**config.mk**
```make
export PLATFORM = sky130hd
export DESIGN_NAME = pixel_stream_arbiter
export DESIGN_NICKNAME = d
export VERILOG_FILES = /design/src/rtl/pixel_arb_pkg.sv /design/src/rtl/axis_skid_buffer.sv /design/src/rtl/pixel_stream_arbiter.sv
export SDC_FILE = /design/constraint.sdc
export NUM_CORES = 1
export LEC_CHECK = 0
export BUFFER_PORTS_ARGS = -buffer_cell sky130_fd_sc_hd__buf_2
export CAP_MARGIN = 20
export CELL_PAD_IN_SITES_DETAIL_PLACEMENT = 1
export CELL_PAD_IN_SITES_GLOBAL_PLACEMENT = 1
export CORE_MARGIN = 2
export CORE_UTILIZATION = 38
export DETAILED_ROUTE_END_ITERATION = 6
export PLACE_DENSITY_LB_ADDON = 0.1
export SLEW_MARGIN = 20
export SYNTH_ARGS = -nofsm -noshare
export SYNTH_HDL_FRONTEND = slang
export SYNTH_HIERARCHICAL = 1
export SYNTH_SLANG_ARGS = --single-unit
export TNS_END_PERCENT = 1
```
**constraint.sdc**
```tcl
create_clock -name aclk -period 2.1 [get_ports aclk]
set_input_delay 0.42 -clock aclk [delete_from_list [all_inputs] [get_ports aclk]]
set_output_delay 0.42 -clock aclk [all_outputs]
set_load 0.02 [all_outputs]
```
**src/rtl/pixel_arb_pkg.sv**
```systemverilog
// Shared types and constants for the pixel stream arbiter slice.
package pixel_arb_pkg;

  localparam int unsigned DATA_W_DEF = 16;

  // Source IDs carried on m_axis_tid
  localparam logic SRC_CAM = 1'b0;
  localparam logic SRC_DMA = 1'b1;

  typedef enum logic [1:0] {
    IDLE   = 2'd0,
    GRANT0 = 2'd1,
    GRANT1 = 2'd2
  } arb_state_e;

endpackage

```
**src/rtl/axis_skid_buffer.sv**
```systemverilog
// Two-entry registered stream slice: outputs come from the main register only,
// and a second skid register absorbs one beat while downstream stalls.
module axis_skid_buffer #(
  parameter int unsigned W = 18
) (
  input  logic         clk_i,
  input  logic         rst_ni,
  input  logic         s_valid_i,
  output logic         s_ready_o,
  input  logic [W-1:0] s_data_i,
  output logic         m_valid_o,
  input  logic         m_ready_i,
  output logic [W-1:0] m_data_o,
  output logic         busy_o
);

  logic         main_valid_q, main_valid_d;
  logic         skid_valid_q, skid_valid_d;
  logic [W-1:0] main_data_q, main_data_d;
  logic [W-1:0] skid_data_q, skid_data_d;
  logic         push;

  assign s_ready_o = ~skid_valid_q;
  assign push      = s_valid_i & ~skid_valid_q;

  always_comb begin
    main_valid_d = main_valid_q;
    main_data_d  = main_data_q;
    skid_valid_d = skid_valid_q;
    skid_data_d  = skid_data_q;
    if (~main_valid_q | m_ready_i) begin
      // Main register frees up: the skid beat is older, so it moves first.
      if (skid_valid_q) begin
        main_valid_d = 1'b1;
        main_data_d  = skid_data_q;
        skid_valid_d = 1'b0;
      end else begin
        main_valid_d = push;
        if (push) main_data_d = s_data_i;
      end
    end else if (push) begin
      skid_valid_d = 1'b1;
      skid_data_d  = s_data_i;
    end
  end

  always_ff @(posedge clk_i or negedge rst_ni) begin
    if (!rst_ni) begin
      main_valid_q <= 1'b0;
      skid_valid_q <= 1'b0;
      main_data_q  <= '0;
      skid_data_q  <= '0;
    end else begin
      main_valid_q <= main_valid_d;
      skid_valid_q <= skid_valid_d;
      main_data_q  <= main_data_d;
      skid_data_q  <= skid_data_d;
    end
  end

  assign m_valid_o = main_valid_q;
  assign m_data_o  = main_data_q;
  assign busy_o    = main_valid_q | skid_valid_q;

endmodule

```
**src/rtl/pixel_stream_arbiter.sv**
```systemverilog
// Frame-granular 2:1 round-robin arbiter feeding the shared 565->444 converter,
// with per-source completed-frame counters.
module pixel_stream_arbiter
  import pixel_arb_pkg::*;
#(
  parameter int unsigned DATA_W = DATA_W_DEF,
  parameter int unsigned CNT_W  = 16
) (
  input  logic              aclk,
  input  logic              aresetn,
  input  logic [1:0]        src_en,
  input  logic              s0_axis_tvalid,
  output logic              s0_axis_tready,
  input  logic [DATA_W-1:0] s0_axis_tdata,
  input  logic              s0_axis_tlast,
  input  logic              s1_axis_tvalid,
  output logic              s1_axis_tready,
  input  logic [DATA_W-1:0] s1_axis_tdata,
  input  logic              s1_axis_tlast,
  output logic              m_axis_tvalid,
  input  logic              m_axis_tready,
  output logic [DATA_W-1:0] m_axis_tdata,
  output logic              m_axis_tlast,
  output logic              m_axis_tid,
  output logic [CNT_W-1:0]  frame_cnt0,
  output logic [CNT_W-1:0]  frame_cnt1,
  output logic              busy
);

  localparam int unsigned BUF_W = DATA_W + 2;

  arb_state_e        state_q, state_d;
  logic              rr_last_q, rr_last_d;
  logic [CNT_W-1:0]  cnt0_q, cnt0_d, cnt1_q, cnt1_d;

  logic              req0, req1;
  logic              push_valid, push_last, push_tid;
  logic [DATA_W-1:0] push_data;
  logic              buf_ready, buf_busy;
  logic [BUF_W-1:0]  buf_out;

  assign req0 = src_en[0] & s0_axis_tvalid;
  assign req1 = src_en[1] & s1_axis_tvalid;

  always_comb begin
    state_d        = state_q;
    rr_last_d      = rr_last_q;
    cnt0_d         = cnt0_q;
    cnt1_d         = cnt1_q;
    s0_axis_tready = 1'b0;
    s1_axis_tready = 1'b0;
    push_valid     = 1'b0;
    push_tid       = SRC_CAM;
    push_data      = s0_axis_tdata;
    push_last      = s0_axis_tlast;
    case (state_q)
      IDLE: begin
        if (req0 && req1)  state_d = (rr_last_q == SRC_DMA) ? GRANT0 : GRANT1;
        else if (req0)     state_d = GRANT0;
        else if (req1)     state_d = GRANT1;
      end
      GRANT0: begin
        s0_axis_tready = buf_ready;
        push_valid     = s0_axis_tvalid & buf_ready;
        if (push_valid && s0_axis_tlast) begin
          state_d   = IDLE;
          rr_last_d = SRC_CAM;
          cnt0_d    = cnt0_q + CNT_W'(1);
        end
      end
      GRANT1: begin
        s1_axis_tready = buf_ready;
        push_valid     = s1_axis_tvalid & buf_ready;
        push_tid       = SRC_DMA;
        push_data      = s1_axis_tdata;
        push_last      = s1_axis_tlast;
        if (push_valid && s1_axis_tlast) begin
          state_d   = IDLE;
          rr_last_d = SRC_DMA;
          cnt1_d    = cnt1_q + CNT_W'(1);
        end
      end
      default: state_d = IDLE;
    endcase
  end

  always_ff @(posedge aclk or negedge aresetn) begin
    if (!aresetn) begin
      state_q   <= IDLE;
      rr_last_q <= SRC_DMA;
      cnt0_q    <= '0;
      cnt1_q    <= '0;
    end else begin
      state_q   <= state_d;
      rr_last_q <= rr_last_d;
      cnt0_q    <= cnt0_d;
      cnt1_q    <= cnt1_d;
    end
  end

  axis_skid_buffer #(
    .W (BUF_W)
  ) u_out_slice (
    .clk_i     (aclk),
    .rst_ni    (aresetn),
    .s_valid_i (push_valid),
    .s_ready_o (buf_ready),
    .s_data_i  ({push_tid, push_last, push_data}),
    .m_valid_o (m_axis_tvalid),
    .m_ready_i (m_axis_tready),
    .m_data_o  (buf_out),
    .busy_o    (buf_busy)
  );

  assign m_axis_tdata = buf_out[DATA_W-1:0];
  assign m_axis_tlast = buf_out[DATA_W];
  assign m_axis_tid   = buf_out[DATA_W+1];
  assign frame_cnt0   = cnt0_q;
  assign frame_cnt1   = cnt1_q;
  assign busy         = (state_q != IDLE) | buf_busy;

endmodule

```
==> reports/results.tsv <==
stage	metric	value	unit
flow_run	max-cap violation count	0	
worst_setup_path	R2R depth	7	
floorplanning	area of the die	0.0104	mm^2
yosys	Synthesized Nets	329	
floorplanning	Core Area	0.00928	mm^2
global_route	grt met2 use	26.9	%
cts	CTS Buffer Depth	2	
sta	final worst setup slack	107	ps
placed_design	Place WS	120	ps
layout	most frequent cells in the layout	buf_2, dfrtp_1, mux2_2, nand2_1, xnor2_1	
floorplanning	row count	35	
yosys	Synth cell types	39	
worst_setup_path	Setup Crit Path Kind	reg2out	
floorplanning	Initial Utilization	39.2	%
status	outcome	completed	
sta	RSZ-0062 raised after global routing	false	
worst_setup_path	Worst EP required	1680	ps
global_route	pin count of the biggest net entering global routing	34	
yosys	synthesis-stage register bit count	73	
floorplanning	Die Ht	102	um
cts	clock transition at the registers of the reported paths	80	ps
layout	filler-free cell count of the finished design	523	
global_route	met3 GRT Util	4.79	%
sta	Slew HR	69.6	%
layout	most common cell after layout, fill and taps aside	buf_2	
routing	final wirelength	7.87	mm
floorplanning	I/O pins	95	
routing	vias	2485	
layout	Antenna Diode Count	0	
placed_design	gpl congestion	0.723	
hold_path	Min-Delay Path Class	in2async	
routing	vias per cell	4.75	
cts	Root Buffer	clkbuf_8	
routing	Starting DRT DRC Count	35	
routing	DRC Markers	0	
global_route	GR peak layer	met2	
worst_setup_path	Critical Path End Type	output pin	
cts	count of clock tree sinks	73	
sta	Final Hold Fails	0	
sta	Worst Skew	10.0	ps
placed_design	port bufs	94	
layout	P&R area growth vs syn	24.4	%
pwr	Pleak	2.24	nW
cts	CTS tree	built	
layout	final net count	436	
global_route	met1 usage	20.8	%
global_route	GRT Util Overall	16.4	%
routing	Avg WL per Cell	15.0	um
yosys	post-synthesis cell count	282	
cts	CTS Hold Bufs	0	
sta	Setup-failing EPs final	0	
sta	fin. max-slew vios	0	
layout	filler cell count	1058	
global_route	global-route wire length before repair	13.1	mm
placed_design	placed insts	507	
layout	share of post-route cells with drive strength above 1	52.5	%
sta	fmax	502	MHz
pwr	worst vdd ir	0.722	mV
global_route	grt total ovfl	0	
yosys	mapped cell area	0.00364	mm^2
pwr	total power	5.54	mW
global_route	antenna violations before repair	0	
yosys	Avg Cell Area, Syn	12.9	um^2
global_route	vias in the first global route	2568	
placed_design	DP HPWL	5.74	mm
sta	setup TNS	0	ps
worst_setup_path	CP Launch Type	flip-flop	
cts	clk_lat worst skew	350	ps
pwr	pwr/cell area	1220	mW/mm^2
yosys	synth warn	6	
sta	Tcrit/Tclk final	94.9	%
routing	first-pass iteration count of the detailed router	4	
cts	CTS H-tree lvls	3	
yosys	sequential share of the synthesized area	50.2	%
layout	final core utilization	48.8	%
sta	Tmin final	1990	ps
sta	slew at the pin with the worst max-slew slack	455	ps
worst_setup_path	crit path DAT	1570	ps
floorplanning	die extent in x	102	um
routing	Detail Route Antenna Nets	0	
cts	cts bufs inserted	9	
worst_setup_path	CP Max Fanout	21	
[state kept, by name, summed over array words and instances (netlist names)]
| signal | count |
|---|---|
| u_out_slice/m_data_o | 18 |
| state_q | 2 |
| frame_cnt1 | 16 |
| u_out_slice/skid_valid_q | 1 |
| u_out_slice/m_valid_o | 1 |
| rr_last_q | 1 |
| frame_cnt0 | 16 |
| u_out_slice/skid_data_q | 18 |
[synth_stat cells (all sizes together)]
| cell | instances | area share (%) |
|---|---|---|
| and4 | 2 | 0.48 |
| o221ai | 1 | 0.24 |
| nor2b | 1 | 0.38 |
| ha | 6 | 2.1 |
| nand2 | 27 | 2.8 |
| buf | 10 | 2.4 |
| xnor2 | 24 | 5.8 |
| nand2b | 2 | 0.55 |
| mux2i | 3 | 0.82 |
| nor3 | 2 | 0.27 |
| nand4 | 8 | 2.0 |
| o21ai | 2 | 0.27 |
| xor2 | 6 | 1.4 |
| and2 | 2 | 0.34 |
| dfrtp | 72 | 49 |
| inv | 6 | 0.62 |
| nor3b | 1 | 0.34 |
| a22oi | 1 | 0.21 |
| dfstp | 1 | 0.72 |
| a21o | 1 | 0.21 |
| mux2 | 71 | 23 |
| or2 | 2 | 0.34 |
| and3 | 5 | 0.86 |
| nor2 | 9 | 1.2 |
| nand3 | 13 | 1.8 |
| a32oi | 1 | 0.24 |
| o2111ai | 1 | 0.24 |
| nor4 | 2 | 0.93 |
[layer usage]
metal  wire, um  vias up
met5          0        -
met2       3730       64
met3        427       12
met1       3590     1210
li1           -     1199
met4        123        0
[final cells by class]
| class | count | area [um^2] | share of cell area [%] |
|---|---|---|---|
| multi-input combinational | 193 | 1720 | 38.0 |
| tap | 129 | 161 | 3.56 |
| clock buffer | 9 | 124 | 2.73 |
| inverter | 6 | 22.5 | 0.497 |
| clock inverter | 7 | 71.3 | 1.57 |
| timing repair buffer | 106 | 601 | 13.3 |
| sequential | 73 | 1830 | 40.3 |
[per-stage QoR]
step / area (um^2) / hold WS, ps
floorplan: 3660 / 124
global placement: 4330 / 398
detailed placement: 4330 / 405
CTS: 4530 / 23.6
global route: 4530 / 29.1
finish: 4530 / 16.6
[where the power goes]
part	switching, mW	internal (mW)
combinational	1.14	1.21
sequential	0.253	1.84
clock	0.549	0.546
[worst paths after layout]
check | end | start | slack (ps)
setup / recovery | busy | u_out_slice/skid_valid_q$_DFFE_PN0P_ | 110
hold / removal | frame_cnt0[3]$_DFFE_PN0P_ | aresetn | 20
setup reg to reg | u_out_slice/skid_data_q[2]$_DFFE_PN0P_ | state_q[1]$_DFFE_PN0P_ | 190
hold reg to reg | frame_cnt0[15]$_DFFE_PN0P_ | frame_cnt0[15]$_DFFE_PN0P_ | 470
max in group asynchronous | u_out_slice/skid_data_q[11]$_DFFE_PN0P_ | aresetn | 1520
min in group aclk | u_out_slice/skid_valid_q$_DFFE_PN0P_ | m_axis_tready | 370
[what timing repair did]
item / 4_1_cts / 5_1_grt
setup endpoints to repair: 0 / 14
gates resized for setup: 0 / 1
buffers inserted: 0 / 0
[worst max-delay path, cell delays in order (launching register included)]
cell,delay (ps)
dfrtp_1,380
buf_4,240
or2_2,320
nand2b_1,140
buf_2,160
[logic make-up (layout without fill, tap and decap cells)]
kind of cell               count (synthesis)  count (layout)  share of synthesized area [%]
and+or+nand+nor                           76              76                           12.2
muxes                                     74              74                           23.8
DFF                                       73              73                           50.2
xor gates and xnor gates                  30              30                           7.22
buffers and inverters                     16             128                           3.06
AOI/OAI and AO/OA                          7               7                           1.41
adders and majority gates                  6               6                           2.06
No activity file was read; power rests on OpenSTA's default activity.
